==> src/rtl/ms_uart_pkg.sv <==
// Shared definitions for the UART transmit feeder: launcher state encoding
// and default sizing.
package ms_uart_pkg;

    typedef enum logic [1:0] {
        S_IDLE = 2'd0,
        S_ARM  = 2'd1,
        S_SEND = 2'd2
    } state_e;

    localparam int DEF_DEPTH       = 16;
    localparam int DEF_AW          = 4;
    localparam int DEF_ARM_TIMEOUT = 65535;

endpackage

==> src/rtl/ms_uart_tx_feeder_if.sv <==
// Transmitter-side handshake between the feeder (master) and the UART
// transmitter (slave).
interface ms_uart_tx_feeder_if;
    logic       TX_START;
    logic [7:0] TX_DIN;
    logic       TX_BUSY;
    logic       TX_DONE;

    modport master (output TX_START, output TX_DIN, input TX_BUSY, input TX_DONE);
    modport slave  (input TX_START, input TX_DIN, output TX_BUSY, output TX_DONE);
endinterface

==> src/rtl/ms_uart_sync_fifo.sv <==
// DEPTH x 8 byte FIFO with wrap-bit pointers, registered flags/level, flush,
// and a registered read port that only advances on a pop.
module ms_uart_sync_fifo
    import ms_uart_pkg::*;
#(
    parameter int DEPTH = DEF_DEPTH,
    parameter int AW    = DEF_AW
) (
    input  logic          CLK,
    input  logic          RESETN,
    input  logic          FLUSH,
    input  logic          WR_EN,
    input  logic [7:0]    WR_DATA,
    input  logic          RD_EN,
    output logic [7:0]    RD_DATA,
    output logic          FULL,
    output logic          EMPTY,
    output logic          EMPTY_NEXT,
    output logic [AW:0]   LEVEL,
    output logic          DROP
);

    logic [7:0]  mem [DEPTH];
    logic [AW:0] wr_ptr_reg, rd_ptr_reg;
    logic [AW:0] wr_ptr_next, rd_ptr_next;
    logic [AW:0] level_reg, level_next;
    logic        full_reg, full_next;
    logic        empty_reg, empty_next;
    logic [7:0]  rd_data_reg;
    logic        push, pop;

    // A push into a full FIFO is legal when the head leaves in the same cycle.
    assign pop  = RD_EN && !empty_reg && !FLUSH;
    assign push = WR_EN && !FLUSH && (!full_reg || pop);
    assign DROP = WR_EN && !FLUSH && full_reg && !pop;

    always_comb begin
        wr_ptr_next = wr_ptr_reg + (AW+1)'(push);
        rd_ptr_next = FLUSH ? wr_ptr_reg : rd_ptr_reg + (AW+1)'(pop);
        level_next  = wr_ptr_next - rd_ptr_next;
        empty_next  = (wr_ptr_next == rd_ptr_next);
        full_next   = (wr_ptr_next[AW-1:0] == rd_ptr_next[AW-1:0]) &&
                      (wr_ptr_next[AW] != rd_ptr_next[AW]);
    end

    always_ff @(posedge CLK or negedge RESETN) begin
        if (!RESETN) begin
            wr_ptr_reg  <= '0;
            rd_ptr_reg  <= '0;
            level_reg   <= '0;
            full_reg    <= 1'b0;
            empty_reg   <= 1'b1;
            rd_data_reg <= 8'h00;
        end else begin
            wr_ptr_reg <= wr_ptr_next;
            rd_ptr_reg <= rd_ptr_next;
            level_reg  <= level_next;
            full_reg   <= full_next;
            empty_reg  <= empty_next;
            if (pop)
                rd_data_reg <= mem[rd_ptr_reg[AW-1:0]];
        end
    end

    always_ff @(posedge CLK) begin
        if (push)
            mem[wr_ptr_reg[AW-1:0]] <= WR_DATA;
    end

    assign RD_DATA    = rd_data_reg;
    assign FULL       = full_reg;
    assign EMPTY      = empty_reg;
    assign EMPTY_NEXT = empty_next;
    assign LEVEL      = level_reg;

endmodule

==> src/rtl/ms_uart_tx_feeder.sv <==
// Byte buffer and launch sequencer in front of the UART transmitter: pops one
// byte per frame, raises START, and follows BUSY/DONE until the frame ends.
module ms_uart_tx_feeder
    import ms_uart_pkg::*;
#(
    parameter int DEPTH       = DEF_DEPTH,
    parameter int AW          = DEF_AW,
    parameter int SYNC_STAGES = 2,
    parameter int ARM_TIMEOUT = DEF_ARM_TIMEOUT
) (
    input  logic                 CLK,
    input  logic                 RESETN,
    input  logic                 EN,
    input  logic                 FLUSH,
    input  logic                 WR_EN,
    input  logic [7:0]           WR_DATA,
    input  logic                 OVF_CLR,
    output logic                 FULL,
    output logic                 EMPTY,
    output logic [AW:0]          LEVEL,
    output logic                 OVERFLOW,
    output logic                 ARM_ERR,
    output logic                 IDLE,
    ms_uart_tx_feeder_if.master  tx
);

    localparam int TW = $clog2(ARM_TIMEOUT + 1);

    state_e      state_reg, state_next;
    logic [TW-1:0] timer_reg, timer_next;
    logic        start_reg, start_next;
    logic        overflow_reg, overflow_next;
    logic        arm_err_reg, arm_err_next;
    logic        idle_reg;
    logic        arm_err_set;
    logic        pop;
    logic        busy_s, done_s;
    logic        fifo_empty, fifo_empty_next, fifo_drop;

    ms_uart_sync_fifo #(
        .DEPTH (DEPTH),
        .AW    (AW)
    ) u_fifo (
        .CLK        (CLK),
        .RESETN     (RESETN),
        .FLUSH      (FLUSH),
        .WR_EN      (WR_EN),
        .WR_DATA    (WR_DATA),
        .RD_EN      (pop),
        .RD_DATA    (tx.TX_DIN),
        .FULL       (FULL),
        .EMPTY      (fifo_empty),
        .EMPTY_NEXT (fifo_empty_next),
        .LEVEL      (LEVEL),
        .DROP       (fifo_drop)
    );

    generate
        if (SYNC_STAGES == 0) begin : g_nosync
            assign busy_s = tx.TX_BUSY;
            assign done_s = tx.TX_DONE;
        end else begin : g_sync
            logic [SYNC_STAGES-1:0] busy_sync_reg, done_sync_reg;
            always_ff @(posedge CLK or negedge RESETN) begin
                if (!RESETN) begin
                    busy_sync_reg <= '0;
                    done_sync_reg <= '0;
                end else begin
                    busy_sync_reg[0] <= tx.TX_BUSY;
                    done_sync_reg[0] <= tx.TX_DONE;
                    for (int i = 1; i < SYNC_STAGES; i++) begin
                        busy_sync_reg[i] <= busy_sync_reg[i-1];
                        done_sync_reg[i] <= done_sync_reg[i-1];
                    end
                end
            end
            assign busy_s = busy_sync_reg[SYNC_STAGES-1];
            assign done_s = done_sync_reg[SYNC_STAGES-1];
        end
    endgenerate

    always_comb begin
        state_next  = state_reg;
        timer_next  = timer_reg;
        start_next  = start_reg;
        pop         = 1'b0;
        arm_err_set = 1'b0;
        case (state_reg)
            S_IDLE: begin
                // A flush in progress empties the FIFO, so no byte may leave with it.
                if (EN && !fifo_empty && !busy_s && done_s && !FLUSH) begin
                    pop        = 1'b1;
                    start_next = 1'b1;
                    timer_next = '0;
                    state_next = S_ARM;
                end
            end
            S_ARM: begin
                timer_next = timer_reg + 1'b1;
                if (busy_s) begin
                    start_next = 1'b0;
                    state_next = S_SEND;
                end else if (timer_reg == TW'(ARM_TIMEOUT - 1)) begin
                    start_next  = 1'b0;
                    arm_err_set = 1'b1;
                    state_next  = S_IDLE;
                end
            end
            S_SEND: begin
                if (!busy_s && done_s)
                    state_next = S_IDLE;
            end
            default: begin
                start_next = 1'b0;
                state_next = S_IDLE;
            end
        endcase
    end

    // Clear has priority over a set arriving in the same cycle.
    assign overflow_next = OVF_CLR ? 1'b0 : (overflow_reg | fifo_drop);
    assign arm_err_next  = OVF_CLR ? 1'b0 : (arm_err_reg | arm_err_set);

    always_ff @(posedge CLK or negedge RESETN) begin
        if (!RESETN) begin
            state_reg    <= S_IDLE;
            timer_reg    <= '0;
            start_reg    <= 1'b0;
            overflow_reg <= 1'b0;
            arm_err_reg  <= 1'b0;
            idle_reg     <= 1'b1;
        end else begin
            state_reg    <= state_next;
            timer_reg    <= timer_next;
            start_reg    <= start_next;
            overflow_reg <= overflow_next;
            arm_err_reg  <= arm_err_next;
            idle_reg     <= fifo_empty_next && (state_next == S_IDLE);
        end
    end

    assign tx.TX_START = start_reg;
    assign EMPTY       = fifo_empty;
    assign OVERFLOW    = overflow_reg;
    assign ARM_ERR     = arm_err_reg;
    assign IDLE        = idle_reg;

endmodule

==> src/flat_wrapper.sv <==
// flat-port wrapper written by rule: the top's interface ports become plain ports
module ms_uart_tx_feeder_flat import ms_uart_pkg::*;
#(
    parameter int DEPTH       = DEF_DEPTH,
    parameter int AW          = DEF_AW,
    parameter int SYNC_STAGES = 2,
    parameter int ARM_TIMEOUT = DEF_ARM_TIMEOUT
)
  (CLK, RESETN, EN, FLUSH, WR_EN, WR_DATA, OVF_CLR, FULL, EMPTY, LEVEL, OVERFLOW, ARM_ERR, IDLE, tx_TX_START, tx_TX_DIN, tx_TX_BUSY, tx_TX_DONE);
  ms_uart_tx_feeder_if tx_i ();
  input  logic CLK;
  input  logic RESETN;
  input  logic EN;
  input  logic FLUSH;
  input  logic WR_EN;
  input  logic [7:0] WR_DATA;
  input  logic OVF_CLR;
  output logic FULL;
  output logic EMPTY;
  output logic [AW:0] LEVEL;
  output logic OVERFLOW;
  output logic ARM_ERR;
  output logic IDLE;
  output wire logic [$bits(tx_i.TX_START)-1:0] tx_TX_START;
  output wire logic [$bits(tx_i.TX_DIN)-1:0] tx_TX_DIN;
  input wire logic [$bits(tx_i.TX_BUSY)-1:0] tx_TX_BUSY;
  input wire logic [$bits(tx_i.TX_DONE)-1:0] tx_TX_DONE;
  assign tx_TX_START = tx_i.TX_START;
  assign tx_TX_DIN = tx_i.TX_DIN;
  assign tx_i.TX_BUSY = tx_TX_BUSY;
  assign tx_i.TX_DONE = tx_TX_DONE;
  ms_uart_tx_feeder #(.DEPTH(DEPTH), .AW(AW), .SYNC_STAGES(SYNC_STAGES), .ARM_TIMEOUT(ARM_TIMEOUT)) u_core (.CLK(CLK), .RESETN(RESETN), .EN(EN), .FLUSH(FLUSH), .WR_EN(WR_EN), .WR_DATA(WR_DATA), .OVF_CLR(OVF_CLR), .FULL(FULL), .EMPTY(EMPTY), .LEVEL(LEVEL), .OVERFLOW(OVERFLOW), .ARM_ERR(ARM_ERR), .IDLE(IDLE), .tx(tx_i));
endmodule
==> config.mk <==
export PLATFORM = sky130hd
export DESIGN_NAME = ms_uart_tx_feeder_flat
export DESIGN_NICKNAME = d
export VERILOG_FILES = /design/src/rtl/ms_uart_pkg.sv /design/src/rtl/ms_uart_tx_feeder_if.sv /design/src/rtl/ms_uart_sync_fifo.sv /design/src/rtl/ms_uart_tx_feeder.sv /design/src/flat_wrapper.sv
export SDC_FILE = /design/constraint.sdc
export NUM_CORES = 1
export LEC_CHECK = 0
export BUFFER_PORTS_ARGS = -buffer_cell sky130_fd_sc_hd__buf_2
export CAP_MARGIN = 20
export CELL_PAD_IN_SITES_DETAIL_PLACEMENT = 1
export CELL_PAD_IN_SITES_GLOBAL_PLACEMENT = 1
export CORE_ASPECT_RATIO = 0.9
export CORE_UTILIZATION = 30
export DETAILED_ROUTE_END_ITERATION = 10
export GPL_ROUTABILITY_DRIVEN = 0
export PLACE_DENSITY_LB_ADDON = 0.08
export SETUP_SLACK_MARGIN = 0.02
export SYNTH_ARGS = -nofsm -noshare
export SYNTH_HDL_FRONTEND = slang
export SYNTH_SLANG_ARGS = --single-unit
==> constraint.sdc <==
create_clock -name CLK -period 9.2 [get_ports CLK]
set_clock_uncertainty 0.2 [all_clocks]
set_input_delay 2.3 -clock CLK [delete_from_list [all_inputs] [get_ports CLK]]
set_output_delay 2.3 -clock CLK [all_outputs]
set_load 0.005 [all_outputs]
==> summary.txt, run 1 <==
Status
  – Outcome: finished, violations left
  – Failing checks: design-rule violations

Clocking
  – CTS tree: done
  – Clk sink count: 179
  – Latest clock arrival within the worst-skew pair: 440 ps
  – Total CTS buffers: 17
  – Postcts setup bufs: 0
  – Max H-tree Level: 4
  – CTS max path bufs: 2
  – Post-CTS Resized: 0
  – Clk slew on worst S/H paths: 70 ps
  – # hold bufs at CTS: 0
  – Clk root buf: clkbuf_16

Global routing
  – Tot GR Track Use: 0.146
  – Vias in the first global route: 4183
  – Gr ovfl total: 0
  – Initial antenna violation count: 0
  – Largest net degree at the start of global routing: 52
  – First-pass GRT wire length: 26400 microns

Worst setup path
  – Kind of critical path: in -> reg
  – Worst-path fanout max: 19
  – Critical Path RT: 9330 ps
  – WP data arrival: 5360 ps
  – Critical path endpoint category: flop
  – Critical path startpoint category: primary input

Synth
  – Area contributors post-synth: edfxtp_1, dfrtp_1, mux4_2
  – Synth Net Count: 467
  – Post-synthesis cell count: 441
  – Ys async rst share: 0.285
  – EDFF count, synth: 128
  – Synthesized cell area: 7290 sq um
  – Seq cells post-synth: 179
  – Seq/Total Area, Yosys: 0.702
  – Number of synthesis warnings: 0
  – Most frequent cell after synthesis: edfxtp_1
  – Post-synth top cells: edfxtp_1, dfrtp_1, mux4_2, nor2_1, nand2_1
  – Synth Flop Type: edfxtp_1
  – Synth cell types: 39
  – Top cell type's share of synthesized area: 0.527
  – Syn Area/Cell: 16.5 sq um
  – Post-synth top area cell: edfxtp_1

Floorplanning
  – Die H: 150 microns
  – I/O pin cnt: 35
  – Core area: 23600 sq um
  – DIE AREA: 24900 sq um
  – Die W: 166 microns
  – Row cnt: 53
  – Initial Util: 0.309

Placement
  – HPWL Detailed: 10700 microns
  – DP Worst Slack: 3470 ps
  – Cell Area, Placed: 7780 sq um
  – PortBufs: 34

Final layout
  – Synth-to-Final Area Change: 14.9%
  – Filler cell count: 2397
  – Fin util: 0.355
  – Max reg flops: 128
  – Nets: 504
  – Layout cells sized above 1: 0.230
  – Post-Layout Inst Area: 8380 sq um
  – N_diodes: 0

Power and ir drop
  – Sw power: 777 uW
  – Cell area power density: 290 nW/um^2
  – Total power: 2430 uW
  – Combinational power share: 0.264
  – Peak VDD IR: 0.000118 V
  – Total leakage power: 0.00298 uW
  – Clock share of power: 0.302
  – Internal power: 1650 uW
  – Switch share: 0.320
  – Flop pwr share: 0.434

STA
  – Slew margin rel.: 0.267
  – Setup TNS: 0 ps
  – Pins over their slew limit: 0
  – Min Tclk post-route: 5240 ps
  – Count of final setup violators: 0
  – Worst setup margin: 3960 ps
  – Fmax: 0.191 GHz
  – Final period utilization: 0.569
  – Final hold viol count: 0
  – Slew @ Worst Pin: 1100 ps
  – RSZ-0062 raised after global routing: false

Route
  – WL/cell: 21.3 microns
  – Drt drc: 1
  – Total number of vias: 3872
  – Via/cell ratio: 4.88
  – DRT Pass-1 Iters: 7
  – Iteration-0 DRC Markers: 165
  – Post-route ant nets: 0
  – Final wirelength: 16900 microns

Flow run
  – Max-cap viol count: 0

Hold path
  – Hold Path Class: reg -> reg
-- cell families (layout without fill, tap and decap cells) --
family / count (synthesis) / count (layout) / synth area share
flip-flops: 179 / 179 / 0.702
AND/OR/NAND/NOR: 103 / 103 / 0.0664
multiplexers: 54 / 54 / 0.129
AO/OA/AOI/OAI: 43 / 43 / 0.0391
buffers and inverters: 35 / 85 / 0.0221
XOR/XNOR: 15 / 15 / 0.0199
adder cells (fa/ha/maj): 12 / 12 / 0.0209
-- stage by stage --
| step | std cells | hold slack [ps] |
|---|---|---|
| floorplan | 441 | 131 |
| global placement | 760 | 135 |
| detailed placement | 760 | 136 |
| CTS | 792 | 154 |
| global route | 793 | 166 |
| finish | 793 | 151 |
-- worst paths after layout --
kind	start	slack, ps	end	cells after the start
worst max-delay path	FLUSH	3960	u_core.u_fifo.LEVEL[3]$_DFF_PN0_	12
worst min-delay path	u_core.g_sync.done_sync_reg[0]$_DFF_PN0_	150	u_core.g_sync.done_sync_reg[1]$_DFF_PN0_	0
worst max register to register	u_core.u_fifo.EMPTY$_DFF_PN1_	5460	u_core.u_fifo.LEVEL[3]$_DFF_PN0_	11
worst min register to register	u_core.g_sync.done_sync_reg[0]$_DFF_PN0_	150	u_core.g_sync.done_sync_reg[1]$_DFF_PN0_	0
max in group asynchronous	RESETN	6470	u_core.u_fifo.rd_ptr_reg[0]$_DFF_PN0_	2
min in group asynchronous	RESETN	1790	u_core.timer_reg[0]$_DFFE_PN0P_	2
-- power by group through the flow --
stage	sequential, uW	clock [uW]	combinational (uW)
global route	1070	784	714
floorplan	1020	0	480
global placement	1070	0	650
detailed placement	1070	0	655
CTS	1060	755	659
finish	1060	734	641
-- worst max-delay path: stages --
cell and delay (ps):
buf_2 140, nor2_1 90, or4b_1 830, inv_1 230
ha_1 200, ha_1 230, mux2_2 270, inv_1 110
ha_1 260, a21o_1 170, maj3_1 370, xor2_1 150
-- metal layers --
layer	up-vias	global-route usage	wire length, microns
met5	-	0	0
met4	0	0.0444	182
met3	11	0.0280	408
met2	40	0.228	7860
met1	2057	0.207	8420
li1	1764	-	-
-- placed cells by master, fill, tap and decap left out, types with 17 or more instances in the layout --
master,n
buf_2,34
clkbuf_16,17
dfrtp_1,48
edfxtp_1,128
mux2i_1,20
mux4_2,32
nand2_1,23
nand3_1,18
nor2_1,32
o21ai_0,20
-- final cells by class --
type / count / area, sq um / share of cell area
clock buffers: 17 / 425 / 0.0508
clock inverters: 15 / 161 / 0.0193
inverters: 13 / 48.8 / 0.00582
multi-input cells: 227 / 2030 / 0.242
flip-flops and latches: 179 / 5120 / 0.611
well taps: 302 / 378 / 0.0451
repair buffers: 40 / 219 / 0.0261
(Power assumes the default switching activity.)
==> run 2, diff against run 1 <==
clock period = 4.3 ns   (was 9.2 ns; I/O delays follow)
==> run 2 against run 1 <==
Compared with the run above: the flow still finishes with violations (design-rule violations); register-to-register slack got worse by 4500 ps; die area unchanged; count of clock-buffer cells in the layout unchanged; routed wire length decreased by 0.56%; worst hold slack improved by 4.3 ps; critical endpoint is now u_core.u_fifo.LEVEL[4]$_DFF_PN0_; largest cell class unchanged.
==> summary.txt, run 2 (synthesized netlist as in run 1, its figures left out) <==
Final layout
  – Max reg flops: 128
  – Filler cell count: 2420
  – Synth-to-Final Area Change: 16.3%
  – Nets: 520
  – N_diodes: 0
  – Leading cell type in the layout, fill and taps excluded: edfxtp_1
  – Most frequent cells in the layout: edfxtp_1, dfrtp_1, buf_2
  – Layout cells sized above 1: 0.250

Floorplanning
  – Initial Util: 0.309
  – DIE AREA: 24900 sq um
  – Core area: 23600 sq um
  – Row cnt: 53
  – Die W: 166 microns
  – Die H: 150 microns
  – I/O pin cnt: 35

Clocking
  – # hold bufs at CTS: 0
  – CTS max path bufs: 2
  – Postcts setup bufs: 0
  – Clk root buf: clkbuf_16
  – Latest clock arrival within the worst-skew pair: 440 ps
  – Post-CTS Resized: 0
  – CTS tree: done
  – Max H-tree Level: 4
  – Clk sink count: 179
  – Total CTS buffers: 17
  – Clk slew on worst S/H paths: 70 ps

Hold path
  – Hold depth: 0
  – Hold Path Class: reg -> reg

STA
  – Setup TNS: 0 ps
  – RSZ-0062 raised after global routing: false
  – Fmax: 0.276 GHz
  – Final hold viol count: 0
  – Slew @ Worst Pin: 703 ps
  – Final period utilization: 0.841
  – Slew margin rel.: 0.531
  – Pins over their slew limit: 0
  – Min Tclk post-route: 3620 ps
  – Count of final setup violators: 0

Global routing
  – Initial antenna violation count: 1
  – Tot GR Track Use: 0.146
  – First-pass GRT wire length: 26200 microns
  – Vias in the first global route: 4213
  – Gr ovfl total: 0
  – Largest net degree at the start of global routing: 40

Worst setup path
  – Worst-path fanout max: 6
  – Reg-to-reg slack, setup: 950 ps
  – CP max stage delay: 620 ps
  – Critical path depth: 12
  – Kind of critical path: in -> reg
  – Critical path startpoint category: primary input
  – WP data arrival: 3770 ps
  – Crit-path cells: buf_2 -> nand3b_1 -> or4b_1 -> a21oi_4 -> ha_1 -> inv_1 -> ha_1 -> inv_1 -> fa_1 -> maj3_1 -> a21oi_1 -> xnor2_1
  – Critical Path RT: 4450 ps
  – Critical path endpoint category: flop
  – Worst path slowest cell: or4b_1
  – WP buf/inv: 3
  – R2r worst-path depth: 11
  – Crit path max-delay family: adder cells

Power and ir drop
  – Clock share of power: 0.298
  – Sw power: 1660 uW
  – Flop pwr share: 0.436
  – Switch share: 0.322
  – Total leakage power: 0.00306 uW
  – Peak VDD IR: 0.000211 V
  – Cell area power density: 609 nW/um^2
  – Internal power: 3500 uW
  – Total power: 5160 uW
  – Combinational power share: 0.266

Route
  – Iteration-0 DRC Markers: 234
  – Post-route ant nets: 0
  – Final wirelength: 16800 microns
  – Via/cell ratio: 4.82
  – WL/cell: 20.7 microns
  – Total number of vias: 3897
  – DRT Pass-1 Iters: 8
  – Drt drc: 1

Status
  – Outcome: finished, violations left
  – Failing checks: design-rule violations

Placement
  – PortBufs: 34
  – HPWL Detailed: 10800 microns

Flow run
  – Max-cap viol count: 0
## run 2: changes by cell type in the layout (fill, tap and decap cells not counted), sizes merged
cell / change
bufinv: -1
clkinv: +3
buf: +16
inv: -2
## run 2: worst paths after layout
kind                                                               start                                       end
worst min register to register  u_core.g_sync.done_sync_reg[0]$_DFF_PN0_  u_core.g_sync.done_sync_reg[1]$_DFF_PN0_
worst min-delay path            u_core.g_sync.done_sync_reg[0]$_DFF_PN0_  u_core.g_sync.done_sync_reg[1]$_DFF_PN0_
worst max-delay path                                                  EN          u_core.u_fifo.LEVEL[4]$_DFF_PN0_
max in group asynchronous                                         RESETN     u_core.u_fifo.rd_ptr_reg[0]$_DFF_PN0_
worst max register to register             u_core.u_fifo.EMPTY$_DFF_PN1_          u_core.u_fifo.LEVEL[4]$_DFF_PN0_
min in group asynchronous                                         RESETN           u_core.timer_reg[0]$_DFFE_PN0P_
## run 2: area by class of cell
type                    count  area, sq um  share of cell area
inverters                  13         48.8             0.00575
clock buffers              17          425              0.0501
well taps                 302          378              0.0445
multi-input cells         227         2010               0.237
flip-flops and latches    179         5120               0.604
repair buffers             56          335              0.0395
clock inverters            15          161              0.0190
## run 2: routing by layer
| layer | vias up | GRT usage | part of all wire |
|---|---|---|---|
| li1 | 1800 | - | - |
| met1 | 2054 | 0.205 | 0.50 |
| met2 | 30 | 0.227 | 0.47 |
| met3 | 13 | 0.0278 | 0.018 |
| met4 | 0 | 0.0472 | 0.012 |
| met5 | - | 0 | 0 |
## run 2: power by group through the flow
stage	logic [uW]	clock network, uW	registers [uW]
final	1370	1540	2250
after CTS	1420	1600	2260
after floorplan	1030	0	2190
after global placement	1400	0	2280
after detailed placement	1410	0	2290
after global routing	1520	1670	2290
## run 2: metrics by stage
step | cell area, sq um | hold slack (ps) | std cells | utilization | setup WS (ps)
final | 8480 | 155 | 809 | 0.359 | 683
after global routing | 8480 | 171 | 809 | 0.359 | 535
after CTS | 8480 | 158 | 809 | 0.359 | 662
after detailed placement | 7900 | 141 | 777 | 0.334 | 194
after global placement | 7900 | 136 | 777 | 0.334 | 288
after floorplan | 7290 | 131 | 441 | - | 418
==> run 3, diff against run 2 <==
ABC_AREA = 1   (was unset)
clock period = 3.3 ns   (was 4.3 ns; I/O delays follow)
==> run 3 against run 2 <==
Compared with the run above: the run now ends clean; count of clock-buffer cells in the layout did not move; synthesized cell count grew 71%; register-to-register slack got worse by 410 ps; combinational power grew 66%; clock power is 25% higher; non-clock buffer count up 10; worst setup slack got worse by 140 ps; cell area grew 6.1%; routed wire length increased by 25%; worst hold slack better by 18 ps; sequential share of layout area fell by 3.5 points; highest routed layer unchanged.
==> summary.txt, run 3 <==
Worst setup path
  – Critical path startpoint category: flop
  – Critical Path RT: 3420 ps
  – Kind of critical path: reg -> reg
  – WP data arrival: 2880 ps
  – Worst-path fanout max: 4
  – Critical path endpoint category: flop

Final layout
  – Filler cell count: 2887
  – Flip-flop and latch area: 5120 sq um
  – Nets: 836
  – Area of the multi-input gates: 2280 sq um
  – Most frequent cells in the layout: nand2_1, nor2_1, edfxtp_1
  – Max reg flops: 128
  – Final Non-Filler Cells: 1164
  – N_diodes: 0
  – Layout cells sized above 1: 0.155
  – Leading cell type in the layout, fill and taps excluded: nand2_1
  – Synth-to-Final Area Change: 15.5%

Global routing
  – Vias in the first global route: 5801
  – Gr ovfl total: 0
  – First-pass GRT wire length: 34000 microns
  – Initial antenna violation count: 1
  – Tot GR Track Use: 0.172
  – Largest net degree at the start of global routing: 65

Hold path
  – Hold Path Class: reg -> reg

STA
  – Count of final setup violators: 0
  – Fmax: 0.362 GHz
  – Setup TNS: 0 ps
  – Pins over their slew limit: 0
  – Min Tclk post-route: 2760 ps
  – RSZ-0062 raised after global routing: false
  – Slew @ Worst Pin: 753 ps
  – Slew margin rel.: 0.498
  – Final hold viol count: 0
  – Final period utilization: 0.836

Placement
  – Placed insts: 1133
  – PortBufs: 34
  – HPWL Detailed: 14000 microns

Floorplanning
  – DIE AREA: 26600 sq um
  – Die H: 155 microns
  – Row cnt: 55
  – Core area: 25300 sq um
  – I/O pin cnt: 35
  – Initial Util: 0.308
  – Die W: 172 microns

Route
  – Via/cell ratio: 4.65
  – Iteration-0 DRC Markers: 349
  – Total number of vias: 5407
  – Final wirelength: 21000 microns
  – Drt drc: 0
  – WL/cell: 18.1 microns
  – DRT Pass-1 Iters: 4
  – Post-route ant nets: 0

Synth
  – Synthesized cell area: 7790 sq um
  – Syn Area/Cell: 10.3 sq um
  – EDFF count, synth: 128
  – Seq cells post-synth: 179
  – Ys async rst share: 0.285
  – Post-synth top cells: nand2_1, nor2_1, edfxtp_1
  – Top cell type's share of synthesized area: 0.493
  – Synth Flop Type: edfxtp_1
  – Synth cell types: 35
  – Synth Net Count: 779
  – Area contributors post-synth: edfxtp_1, dfrtp_1, nand2_1
  – Seq/Total Area, Yosys: 0.657
  – Most frequent cell after synthesis: nand2_1
  – Post-synthesis cell count: 753
  – Post-synth top area cell: edfxtp_1
  – Number of synthesis warnings: 0

Clocking
  – CTS max path bufs: 2
  – # hold bufs at CTS: 0
  – Clk sink count: 179
  – Clk root buf: clkbuf_16
  – Post-CTS Resized: 0
  – Latest clock arrival within the worst-skew pair: 430 ps
  – Max H-tree Level: 4
  – Total CTS buffers: 17
  – Clk slew on worst S/H paths: 70 ps
  – Postcts setup bufs: 0
  – CTS tree: done

Power and ir drop
  – Peak VDD IR: 0.000380 V
  – Total leakage power: 0.00364 uW
  – Cell area power density: 795 nW/um^2

Flow run
  – Max-cap viol count: 0

Status
  – Outcome: completed
==> run 3: metal layers <==
layer,global-route usage,part of all wire
met5,0,0
met4,0.0485,0.011
met3,0.0270,0.019
met2,0.272,0.46
met1,0.244,0.51
==> run 3: cell type report <==
cell class                 instances  area share
sequential                       179       0.569
multi-input combinational        493       0.253
tap                              342      0.0476
clock buffer                      17      0.0473
timing repair buffer              66      0.0470
inverter                          53      0.0221
clock inverter                    14      0.0136
==> run 3: worst paths after layout <==
check | startpoint | endpoint | slack, ps | depth (start not counted)
worst max-delay path | u_core.u_fifo.EMPTY$_DFF_PN1_ | u_core.u_fifo.LEVEL[3]$_DFF_PN0_ | 540 | 14
max in group asynchronous | RESETN | u_core.u_fifo.rd_ptr_reg[0]$_DFF_PN0_ | 2090 | 2
worst max register to register | u_core.u_fifo.EMPTY$_DFF_PN1_ | u_core.u_fifo.LEVEL[3]$_DFF_PN0_ | 540 | 14
worst min-delay path | u_core.g_sync.busy_sync_reg[0]$_DFF_PN0_ | u_core.g_sync.busy_sync_reg[1]$_DFF_PN0_ | 170 | 0
worst min register to register | u_core.g_sync.busy_sync_reg[0]$_DFF_PN0_ | u_core.g_sync.busy_sync_reg[1]$_DFF_PN0_ | 170 | 0
min in group asynchronous | RESETN | u_core.timer_reg[6]$_DFFE_PN0P_ | 310 | 2
==> run 3: worst max-delay path, cell delays in order (launching register included) <==
cell	delay [ps]
dfstp_2	550
nor2_1	70
nand4_1	170
inv_2	60
ha_1	200
ha_1	290
inv_1	40
o21ai_0	190
inv_1	120
ha_1	320
inv_1	60
nor2_1	30
o21ai_0	140
nand2_1	80
xor2_1	140
==> run 3: per-stage QoR <==
stage	total power [uW]	area, sq um	worst slack [ps]	hold WS, ps	utilization
floorplan	4500	7790	307	131	-
global placement	5300	8450	173	137	0.334
detailed placement	5330	8450	118	156	0.334
CTS	7290	9000	525	178	0.355
global route	7690	9000	319	175	0.355
finish	7160	9000	541	173	0.355
==> run 3: power by group <==
part / switching [uW] / internal, uW
registers: 218 / 2730
logic: 1540 / 744
clock network: 945 / 984
==> run 3: cell families after synthesis <==
logic type,synth area share
AND/OR/NAND/NOR,0.218
flip-flops,0.657
buffers and inverters,0.0503
AO/OA/AOI/OAI,0.0519
adder cells (fa/ha/maj),0.0170
XOR/XNOR,0.00562
